### src/rtl/cnn_layer_accel_quad_pkt_tx_if.sv
// Bundle of the configuration, weight/pixel stream, credit and quad-facing packet signals.
// master = upstream source and quad sink, slave = packet transmitter.
interface cnn_layer_accel_quad_pkt_tx_if #(
  parameter int unsigned C_NUM_PFB      = 8,
  parameter int unsigned C_PIXEL_WIDTH  = 18,
  parameter int unsigned C_PACKET_WIDTH = 144
);
  logic                                 cfg_valid;
  logic                                 cfg_ready;
  logic [15:0]                          cfg_num_input_cols;
  logic [15:0]                          cfg_num_input_rows;
  logic [15:0]                          cfg_input_depth;
  logic [15:0]                          cfg_num_kernels;
  logic [15:0]                          cfg_kernel_size;
  logic [31:0]                          cfg_num_weight_pkts;
  logic [31:0]                          cfg_num_pixel_pkts;
  logic                                 wt_valid;
  logic                                 wt_ready;
  logic [C_PACKET_WIDTH-1:0]            wt_data;
  logic                                 pix_valid;
  logic                                 pix_ready;
  logic [C_NUM_PFB*C_PIXEL_WIDTH-1:0]   pix_data;
  logic                                 credit_return;
  logic                                 config_wren;
  logic                                 weight_wren;
  logic                                 pixel_datain_valid;
  logic [C_PACKET_WIDTH-1:0]            datain;
  logic                                 busy;
  logic                                 done;
  logic                                 credit_err;

  modport master (
    output cfg_valid, cfg_num_input_cols, cfg_num_input_rows, cfg_input_depth, cfg_num_kernels,
           cfg_kernel_size, cfg_num_weight_pkts, cfg_num_pixel_pkts, wt_valid, wt_data,
           pix_valid, pix_data, credit_return,
    input  cfg_ready, wt_ready, pix_ready, config_wren, weight_wren, pixel_datain_valid, datain,
           busy, done, credit_err
  );

  modport slave (
    input  cfg_valid, cfg_num_input_cols, cfg_num_input_rows, cfg_input_depth, cfg_num_kernels,
           cfg_kernel_size, cfg_num_weight_pkts, cfg_num_pixel_pkts, wt_valid, wt_data,
           pix_valid, pix_data, credit_return,
    output cfg_ready, wt_ready, pix_ready, config_wren, weight_wren, pixel_datain_valid, datain,
           busy, done, credit_err
  );
endinterface

### src/rtl/cnn_layer_accel_quad_pkt_tx.sv
// Quad input packet transmitter: config, weights, start, then credit-gated pixel packets.
// All quad-facing strobes and datain are registered.
module cnn_layer_accel_quad_pkt_tx #(
  parameter int unsigned C_NUM_PFB      = 8,
  parameter int unsigned C_PIXEL_WIDTH  = 18,
  parameter int unsigned C_PACKET_WIDTH = 144,
  parameter int unsigned C_PFB_DEPTH    = 512
) (
  input logic                           network_clk,
  input logic                           network_rst,
  cnn_layer_accel_quad_pkt_tx_if.slave  bus
);
  localparam int unsigned PixW    = C_NUM_PFB * C_PIXEL_WIDTH;
  localparam int unsigned CreditW = $clog2(C_PFB_DEPTH) + 1;
  localparam logic [CreditW-1:0] CreditMax = CreditW'(C_PFB_DEPTH);

  typedef enum logic [2:0] {StIdle, StSendCfg, StWeights, StStart, StPixels, StDone} state_e;

  state_e                    state_q, state_d;
  logic [79:0]               cfg_word_q, cfg_word_d;
  logic [31:0]               wt_total_q, wt_total_d, pix_total_q, pix_total_d;
  logic [31:0]               wt_cnt_q, wt_cnt_d, pix_cnt_q, pix_cnt_d;
  logic [CreditW-1:0]        credit_q, credit_d;
  logic                      credit_err_q, credit_err_d;
  logic                      config_wren_q, config_wren_d, weight_wren_q, weight_wren_d;
  logic                      pix_valid_q, pix_valid_d, done_q, done_d;
  logic [C_PACKET_WIDTH-1:0] datain_q, datain_d;
  logic                      cfg_fire, wt_fire, pix_fire;

  assign bus.cfg_ready          = (state_q == StIdle);
  assign bus.busy               = (state_q != StIdle);
  assign bus.wt_ready           = (state_q == StWeights);
  assign bus.pix_ready          = (state_q == StPixels) && (credit_q != '0);
  assign bus.config_wren        = config_wren_q;
  assign bus.weight_wren        = weight_wren_q;
  assign bus.pixel_datain_valid = pix_valid_q;
  assign bus.datain             = datain_q;
  assign bus.done               = done_q;
  assign bus.credit_err         = credit_err_q;

  assign cfg_fire = bus.cfg_valid & bus.cfg_ready;
  assign wt_fire  = bus.wt_valid & bus.wt_ready;
  assign pix_fire = bus.pix_valid & bus.pix_ready;

  always_comb begin
    state_d       = state_q;
    cfg_word_d    = cfg_word_q;
    wt_total_d    = wt_total_q;
    pix_total_d   = pix_total_q;
    wt_cnt_d      = wt_cnt_q;
    pix_cnt_d     = pix_cnt_q;
    datain_d      = datain_q;
    config_wren_d = 1'b0;
    weight_wren_d = 1'b0;
    pix_valid_d   = 1'b0;
    done_d        = 1'b0;

    unique case (state_q)
      StIdle: begin
        if (cfg_fire) begin
          cfg_word_d  = {bus.cfg_kernel_size, bus.cfg_num_kernels, bus.cfg_input_depth,
                         bus.cfg_num_input_rows, bus.cfg_num_input_cols};
          wt_total_d  = bus.cfg_num_weight_pkts;
          pix_total_d = bus.cfg_num_pixel_pkts;
          wt_cnt_d    = '0;
          pix_cnt_d   = '0;
          state_d     = StSendCfg;
        end
      end
      StSendCfg: begin
        config_wren_d  = 1'b1;
        datain_d       = '0;
        datain_d[79:0] = cfg_word_q;
        state_d        = (wt_total_q != '0) ? StWeights : StStart;
      end
      StWeights: begin
        if (wt_fire) begin
          weight_wren_d = 1'b1;
          datain_d      = bus.wt_data;
          wt_cnt_d      = wt_cnt_q + 32'd1;
          if (wt_cnt_d == wt_total_q) state_d = StStart;
        end
      end
      StStart: begin
        config_wren_d  = 1'b1;
        datain_d       = '0;
        datain_d[79:0] = cfg_word_q;
        datain_d[80]   = 1'b1;
        state_d        = (pix_total_q != '0) ? StPixels : StDone;
      end
      StPixels: begin
        if (pix_fire) begin
          pix_valid_d          = 1'b1;
          datain_d             = '0;
          datain_d[PixW-1:0]   = bus.pix_data;
          pix_cnt_d            = pix_cnt_q + 32'd1;
          if (pix_cnt_d == pix_total_q) state_d = StDone;
        end
      end
      StDone: begin
        done_d  = 1'b1;
        state_d = StIdle;
      end
      default: state_d = StIdle;
    endcase
  end

  // Credit mirrors free PFB slots; a return at full credit is a protocol error, not a wrap.
  always_comb begin
    credit_d     = credit_q;
    credit_err_d = credit_err_q;
    if (pix_fire && !bus.credit_return) begin
      credit_d = credit_q - 1'b1;
    end else if (!pix_fire && bus.credit_return) begin
      if (credit_q == CreditMax) credit_err_d = 1'b1;
      else                       credit_d     = credit_q + 1'b1;
    end
  end

  always_ff @(posedge network_clk or posedge network_rst) begin
    if (network_rst) begin
      state_q       <= StIdle;
      cfg_word_q    <= '0;
      wt_total_q    <= '0;
      pix_total_q   <= '0;
      wt_cnt_q      <= '0;
      pix_cnt_q     <= '0;
      credit_q      <= CreditMax;
      credit_err_q  <= 1'b0;
      config_wren_q <= 1'b0;
      weight_wren_q <= 1'b0;
      pix_valid_q   <= 1'b0;
      done_q        <= 1'b0;
      datain_q      <= '0;
    end else begin
      state_q       <= state_d;
      cfg_word_q    <= cfg_word_d;
      wt_total_q    <= wt_total_d;
      pix_total_q   <= pix_total_d;
      wt_cnt_q      <= wt_cnt_d;
      pix_cnt_q     <= pix_cnt_d;
      credit_q      <= credit_d;
      credit_err_q  <= credit_err_d;
      config_wren_q <= config_wren_d;
      weight_wren_q <= weight_wren_d;
      pix_valid_q   <= pix_valid_d;
      done_q        <= done_d;
      datain_q      <= datain_d;
    end
  end
endmodule

### src/flat_wrapper.sv
// flat-port wrapper written by rule: the top's interface ports become plain ports
module cnn_layer_accel_quad_pkt_tx_flat 
#(
  parameter int unsigned C_NUM_PFB      = 8,
  parameter int unsigned C_PIXEL_WIDTH  = 18,
  parameter int unsigned C_PACKET_WIDTH = 144,
  parameter int unsigned C_PFB_DEPTH    = 512
)
  (network_clk, network_rst, bus_cfg_valid, bus_cfg_num_input_cols, bus_cfg_num_input_rows, bus_cfg_input_depth, bus_cfg_num_kernels, bus_cfg_kernel_size, bus_cfg_num_weight_pkts, bus_cfg_num_pixel_pkts, bus_wt_valid, bus_wt_data, bus_pix_valid, bus_pix_data, bus_credit_return, bus_cfg_ready, bus_wt_ready, bus_pix_ready, bus_config_wren, bus_weight_wren, bus_pixel_datain_valid, bus_datain, bus_busy, bus_done, bus_credit_err);
  cnn_layer_accel_quad_pkt_tx_if #(.C_NUM_PFB(C_NUM_PFB), .C_PIXEL_WIDTH(C_PIXEL_WIDTH), .C_PACKET_WIDTH(C_PACKET_WIDTH)) bus_i ();
  input logic network_clk;
  input logic network_rst;
  input wire logic [$bits(bus_i.cfg_valid)-1:0] bus_cfg_valid;
  input wire logic [$bits(bus_i.cfg_num_input_cols)-1:0] bus_cfg_num_input_cols;
  input wire logic [$bits(bus_i.cfg_num_input_rows)-1:0] bus_cfg_num_input_rows;
  input wire logic [$bits(bus_i.cfg_input_depth)-1:0] bus_cfg_input_depth;
  input wire logic [$bits(bus_i.cfg_num_kernels)-1:0] bus_cfg_num_kernels;
  input wire logic [$bits(bus_i.cfg_kernel_size)-1:0] bus_cfg_kernel_size;
  input wire logic [$bits(bus_i.cfg_num_weight_pkts)-1:0] bus_cfg_num_weight_pkts;
  input wire logic [$bits(bus_i.cfg_num_pixel_pkts)-1:0] bus_cfg_num_pixel_pkts;
  input wire logic [$bits(bus_i.wt_valid)-1:0] bus_wt_valid;
  input wire logic [$bits(bus_i.wt_data)-1:0] bus_wt_data;
  input wire logic [$bits(bus_i.pix_valid)-1:0] bus_pix_valid;
  input wire logic [$bits(bus_i.pix_data)-1:0] bus_pix_data;
  input wire logic [$bits(bus_i.credit_return)-1:0] bus_credit_return;
  output wire logic [$bits(bus_i.cfg_ready)-1:0] bus_cfg_ready;
  output wire logic [$bits(bus_i.wt_ready)-1:0] bus_wt_ready;
  output wire logic [$bits(bus_i.pix_ready)-1:0] bus_pix_ready;
  output wire logic [$bits(bus_i.config_wren)-1:0] bus_config_wren;
  output wire logic [$bits(bus_i.weight_wren)-1:0] bus_weight_wren;
  output wire logic [$bits(bus_i.pixel_datain_valid)-1:0] bus_pixel_datain_valid;
  output wire logic [$bits(bus_i.datain)-1:0] bus_datain;
  output wire logic [$bits(bus_i.busy)-1:0] bus_busy;
  output wire logic [$bits(bus_i.done)-1:0] bus_done;
  output wire logic [$bits(bus_i.credit_err)-1:0] bus_credit_err;
  assign bus_i.cfg_valid = bus_cfg_valid;
  assign bus_i.cfg_num_input_cols = bus_cfg_num_input_cols;
  assign bus_i.cfg_num_input_rows = bus_cfg_num_input_rows;
  assign bus_i.cfg_input_depth = bus_cfg_input_depth;
  assign bus_i.cfg_num_kernels = bus_cfg_num_kernels;
  assign bus_i.cfg_kernel_size = bus_cfg_kernel_size;
  assign bus_i.cfg_num_weight_pkts = bus_cfg_num_weight_pkts;
  assign bus_i.cfg_num_pixel_pkts = bus_cfg_num_pixel_pkts;
  assign bus_i.wt_valid = bus_wt_valid;
  assign bus_i.wt_data = bus_wt_data;
  assign bus_i.pix_valid = bus_pix_valid;
  assign bus_i.pix_data = bus_pix_data;
  assign bus_i.credit_return = bus_credit_return;
  assign bus_cfg_ready = bus_i.cfg_ready;
  assign bus_wt_ready = bus_i.wt_ready;
  assign bus_pix_ready = bus_i.pix_ready;
  assign bus_config_wren = bus_i.config_wren;
  assign bus_weight_wren = bus_i.weight_wren;
  assign bus_pixel_datain_valid = bus_i.pixel_datain_valid;
  assign bus_datain = bus_i.datain;
  assign bus_busy = bus_i.busy;
  assign bus_done = bus_i.done;
  assign bus_credit_err = bus_i.credit_err;
  cnn_layer_accel_quad_pkt_tx #(.C_NUM_PFB(C_NUM_PFB), .C_PIXEL_WIDTH(C_PIXEL_WIDTH), .C_PACKET_WIDTH(C_PACKET_WIDTH), .C_PFB_DEPTH(C_PFB_DEPTH)) u_core (.network_clk(network_clk), .network_rst(network_rst), .bus(bus_i));
endmodule
### config.mk
export PLATFORM = sky130hd
export DESIGN_NAME = cnn_layer_accel_quad_pkt_tx_flat
export DESIGN_NICKNAME = d
export VERILOG_FILES = /design/src/rtl/cnn_layer_accel_quad_pkt_tx_if.sv /design/src/rtl/cnn_layer_accel_quad_pkt_tx.sv /design/src/flat_wrapper.sv
export SDC_FILE = /design/constraint.sdc
export NUM_CORES = 1
export LEC_CHECK = 0
export CAP_MARGIN = 40
export CORE_MARGIN = 2
export CORE_UTILIZATION = 27
export CTS_CLUSTER_SIZE = 30
export DETAILED_ROUTE_END_ITERATION = 16
export DONT_BUFFER_PORTS = 1
export HOLD_SLACK_MARGIN = 0.15
export SLEW_MARGIN = 20
export SYNTH_ARGS = -nofsm -noshare
export SYNTH_HDL_FRONTEND = slang
export SYNTH_SLANG_ARGS = --single-unit
### constraint.sdc
create_clock -name network_clk -period 34.4 [get_ports network_clk]
set_clock_uncertainty 0.2 [all_clocks]
set_input_delay 6.88 -clock network_clk [delete_from_list [all_inputs] [get_ports network_clk]]
set_output_delay 6.88 -clock network_clk [all_outputs]
set_load 0.02 [all_outputs]
# Word level (Yosys, flattened, before mapping)
# Cells that the tools add are included.
dict set report totals {
  wordCells 82
  in_bits 438
  reg_bits 370
}
dict set report classes {
  n_reduce_logical 22
  eq_ne 14
  n_bitwise 4
  n_addsub 4
  mux 25
}
# cell count
set op_table {}
lappend op_table {{144-bit case mux with 4 select lines} 1}
lappend op_table {{144-bit two-way mux} 2}
lappend op_table {{32-bit case mux with 2 select lines} 2}
lappend op_table {{32-bit two-way mux} 3}
lappend op_table {{32-bit by 1-bit adder with 32-bit output (second input constant)} 2}
lappend op_table {{32-bit == test} 2}
lappend op_table {{32-bit nonzero test} 2}
lappend op_table {{10-bit two-way mux} 3}
lappend op_table {{3-bit two-way mux} 5}
lappend op_table {{3-bit case mux with 5 select lines} 1}
lappend op_table {{3-bit AND reduction} 4}
lappend op_table {{10-bit by 1-bit adder with 10-bit output (second input constant)} 1}
lappend op_table {{10-bit == test (second input constant)} 1}
lappend op_table {{10-bit nonzero test} 1}
lappend op_table {{10-bit by 1-bit subtractor with 10-bit output (second input constant)} 1}
lappend op_table {{1-bit two-way mux} 8}
lappend op_table {{2-bit != test (second input constant)} 4}
lappend op_table {{3-bit by 2-bit == test with 1-bit output (second input constant)} 2}
lappend op_table {{3-bit == test (second input constant)} 2}
lappend op_table {{2-bit nonzero test} 3}
lappend op_table {{5-bit AND reduction} 1}
lappend op_table {{2-bit by 1-bit != test with 1-bit output (second input constant)} 2}
lappend op_table {{2-bit AND reduction} 2}
lappend op_table {{4-bit nonzero test} 1}
lappend op_table {{other kinds (8)} 13}

# Depth between registers and ports, before layout
dict set report logic_depth {
  word_depth 7
  ltp_mapped 16
  depth_no_buf 15
}

# Least setup slack after synthesis
# OpenSTA, ideal clock, no wires.
dict set report synth_path {
  kind {in2reg}
  start {input port bus_pix_valid}
  end {register u_core.credit_q[9]}
  t_arrival_ns 9.736
  n_path_buf 1
  slack_ns 24.404
  stages 13
  setup_ns 0.060
  cell_sequence {nand2_1 inv_1 clkbuf_1 ha_1 ha_1 a21o_1 a21oi_1 o21bai_1 a2111o_1 a41oi_1 xor2_1 or3_1 nand2_1}
}
dict set report synth_via {
  elab_chain_cells 5
}
# item line_no
set synth_rtl {}
lappend synth_rtl {{start, declared} flat_wrapper.sv:23} ;# input wire logic [$bits(bus_i.pix_valid)-1:0] bus_pix_valid;
lappend synth_rtl {{1-bit AND *} cnn_layer_accel_quad_pkt_tx.sv:43} ;# assign pix_fire = bus.pix_valid & bus.pix_ready;
lappend synth_rtl {{1-bit zero test} cnn_layer_accel_quad_pkt_tx.sv:114} ;# end else if (!pix_fire && bus.credit_return) begin
lappend synth_rtl {{1-bit logical AND} cnn_layer_accel_quad_pkt_tx.sv:114}
lappend synth_rtl {{2-bit nonzero test (no line)} n/a}
lappend synth_rtl {{2-bit AND reduction (no line)} n/a}
lappend synth_rtl {{end signal, assigned} cnn_layer_accel_quad_pkt_tx.sv:128} ;# credit_q <= CreditMax;
lappend synth_rtl {{end signal, assigned} cnn_layer_accel_quad_pkt_tx.sv:142} ;# credit_q <= credit_d;
lappend synth_rtl {{end, declared} cnn_layer_accel_quad_pkt_tx.sv:23} ;# logic [CreditW-1:0] credit_q, credit_d;
# Every way passes the cells marked *; elsewhere a longest branch is shown, timed or not.
# A chain may end at the register's enable or synchronous reset.

# Worst setup path after layout
# Same ends and word-level chain as after synthesis.

==> out/qor.txt <==
actual slew at the worst max-slew pin: 973 ps
# rows: 96
initial antenna violation count: 19
crit start category: input pin
Synth Area in Compound Gates: 0.168
H-tree depth: 2
CTS Sinks: 370
final setup vio count: 0
WP data required: 34720 ps
hold buffers post-CTS: 0
R2R Setup Slk: 28900 ps
Peak VDD IR: 0.0000476 V
TritonRoute pass-1 iters: 6
DRC: 0
total power: 2.19 mW
Clock Latency Late Sink: 580 ps
RSZ-0062 raised after global routing: no
largest family of logic cells by synthesized area: simple AND/OR/NAND/NOR gates
maxcap violations: 0
Post-Synth XOR/XNOR Area: 0.0472
TNS Setup: 0 ps
largest net degree at the start of global routing: 165
Fin. Hold Viols: 0
Crit-path slowest cell: ha_1
crit path cell chain: nand2_1 > inv_1 > ha_1 > ha_1 > a21o_1 > a21oi_1 > o21bai_1 > a2111o_1 > a41oi_1 > xor2_1 > or3_1 > nand2_1
port bufs: 0
post-route ant nets: 0
share of the synthesized area in the top cell type: 0.498
pwr dens: 104 nW/um^2
Worst path max stage delay: 610 ps
CP Class: in2reg
Clock Tree Buf Depth: 3
first-pass GRT wire length: 93700 um
Worst Path Max Fanout: 21
Yosys reg bits: 370
Die W: 266 um
Final Slew Violations: 0
detailed placement HPWL: 46700 um
Hold Crit Class: reg2reg
Nets: 2524
Via Count: 16000
Post-synth EDFFs: 0
Initial Utilization: 0.271
synth top area cells: dfrtp_1 (50%), nand2_1 (12%), a22oi_1 (5.8%)
outcome: completed
Period Utilization, post-route: 0.289
sequential share of the synthesized area: 0.499
Slew headroom: 0.351
aggregate routed wire length: 63900 um
Post-Synth Adder-Cell Area: 0.00917
Netlist cell types: 68
IO Count: 591
Final GP Congestion: 0.880
post-cts resize count: 0
CTS buffer count: 46
Starting DRT DRC Count: 1513
vias in the first global route: 15000
asr flop ratio synth: 1.00
WL/cell: 21.3 um
Mean Syn Cell Area: 8.65 um^2
Critical Path Sink Type: register
yosys warns: 0
Synth Instances: 2144
Die ar.: 70800 um^2
Fmax: 101 MHz
Worst-path clk slew: 60 ps
Area growth syn-to-layout: 13.5%
leakage: 9.15 nW
root buffer cell: clkbuf_16
core area: 68300 um^2
hold slack: 276 ps
share of layout cells above drive strength 1: 0.0664
Post-synth top flop: dfrtp_1
WP data arrival: 10260 ps
Synth Area in Simple Gates: 0.233
post-CTS setup buffers: 0
most common cell after layout, fill and taps aside: nand2_1
All-Layer GR Usage: 0.171
grt total ovfl: 0
Die Ht: 266 um
post-synthesis mux area share: 0.00695
cell area after synthesis: 18600 um^2
Avg Vias per Cell: 5.34
Synth area leader: dfrtp_1
Final Critical Period: 9940 ps
most frequent cells in the layout: nand2_1 (586), dfrtp_1 (369), nor2_1 (208)
CTS tree: yes
Post-Syn Nets: 2595
-- report_power, final --
| part | switching (mW) | internal (mW) | total [mW] | leakage, nW |
|---|---|---|---|---|
| Clock | 0.200 | 0.312 | 0.512 | 0.764 |
| Combinational | 0.489 | 0.283 | 0.772 | 3.80 |
| Sequential | 0.277 | 0.624 | 0.902 | 4.58 |
| Total | 0.967 | 1.22 | 2.19 | 9.15 |
-- critical path: cells and delay by family --
family	cells	cell delay (ps)
AOI/OAI and AO/OA	5	1290
adders and majority gates	2	940
buffers and inverters	1	600
and+or+nand+nor	3	430
xor gates and xnor gates	1	110
-- worst paths after layout --
path | cells after the start | start | end
worst min register to register | 2 | u_core.cfg_word_q[78] | u_core.cfg_word_q[78]
worst max-delay path | 12 | bus_pix_valid | u_core.credit_q[9]
min in group asynchronous | 1 | network_rst | u_core.cfg_word_q[46]
worst max register to register | 16 | u_core.state_q[0] | u_core.credit_q[9]
max in group asynchronous | 4 | network_rst | u_core.bus.datain[123]
worst min-delay path | 2 | u_core.cfg_word_q[78] | u_core.cfg_word_q[78]
-- layer usage --
layer,wire [um],share of wire,track usage,up-vias
li1,-,-,-,7314
met1,26200,0.41,0.218,7809
met2,29800,0.47,0.273,713
met3,6310,0.099,0.0610,116
met4,1410,0.022,0.0437,32
met5,194,0.0030,0,-
-- metrics by stage --
| step | worst slack, ps | cells | util | area (um^2) |
|---|---|---|---|---|
| finish | 24460 | 2993 | 0.308 | 21100 |
| global route | 24200 | 2991 | 0.308 | 21100 |
| CTS | 24480 | 2989 | 0.308 | 21000 |
| detailed placement | 23860 | 2906 | 0.284 | 19400 |
| global placement | 23890 | 2898 | 0.282 | 19300 |
| floorplan | 17050 | 2144 | - | 18600 |
-- layout make-up --
class	instances	area, um^2
clock inverters	21	309
inverters	16	67.6
repair buffers	29	364
clock buffers	62	1270
multi-input cells	1610	8670
diodes	3	7.51
fillers	7147	47300
well taps	882	1100
flip-flops and latches	370	9260
-- cells in the mapped netlist (4+ instances only) --
master	instances
nand2_1	587
nor3b_1	4
nand3_1	38
a21o_1	7
o211ai_1	4
buf_6	5
dfrtp_1	369
o31ai_1	29
or3_1	5
and3_1	17
xor2_1	29
nor4_4	4
and4_1	7
nor2_1	211
nor3_1	22
o21bai_1	5
clkbuf_1	132
xnor2_1	71
o21a_1	4
ha_1	12
buf_2	4
nor2b_1	9
nand4_1	30
o21ai_0	86
or4_1	4
nor4_1	26
and2_1	10
mux2_2	7
a21oi_1	93
a22oi_1	144
mux2i_1	5
a31oi_1	92
inv_1	16
-- logic make-up after synthesis --
group / after synthesis
AOI/OAI and AO/OA: 488
muxes: 12
xor gates and xnor gates: 100
and+or+nand+nor: 997
DFF: 370
adders and majority gates: 13
buffers and inverters: 164
-- flip-flops by register name, indices dropped and copies added (netlist names) --
name                           flops
u_core.bus.credit_err              1
u_core.cfg_word_q                 80
u_core.bus.weight_wren             1
u_core.bus.datain                144
u_core.wt_cnt_q                   32
u_core.bus.config_wren             1
u_core.pix_cnt_q                  32
u_core.wt_total_q                 32
u_core.credit_q                   10
u_core.bus.pixel_datain_valid      1
u_core.pix_total_q                32
u_core.state_q                     3
u_core.bus.done                    1
(Power assumes the default switching activity.)
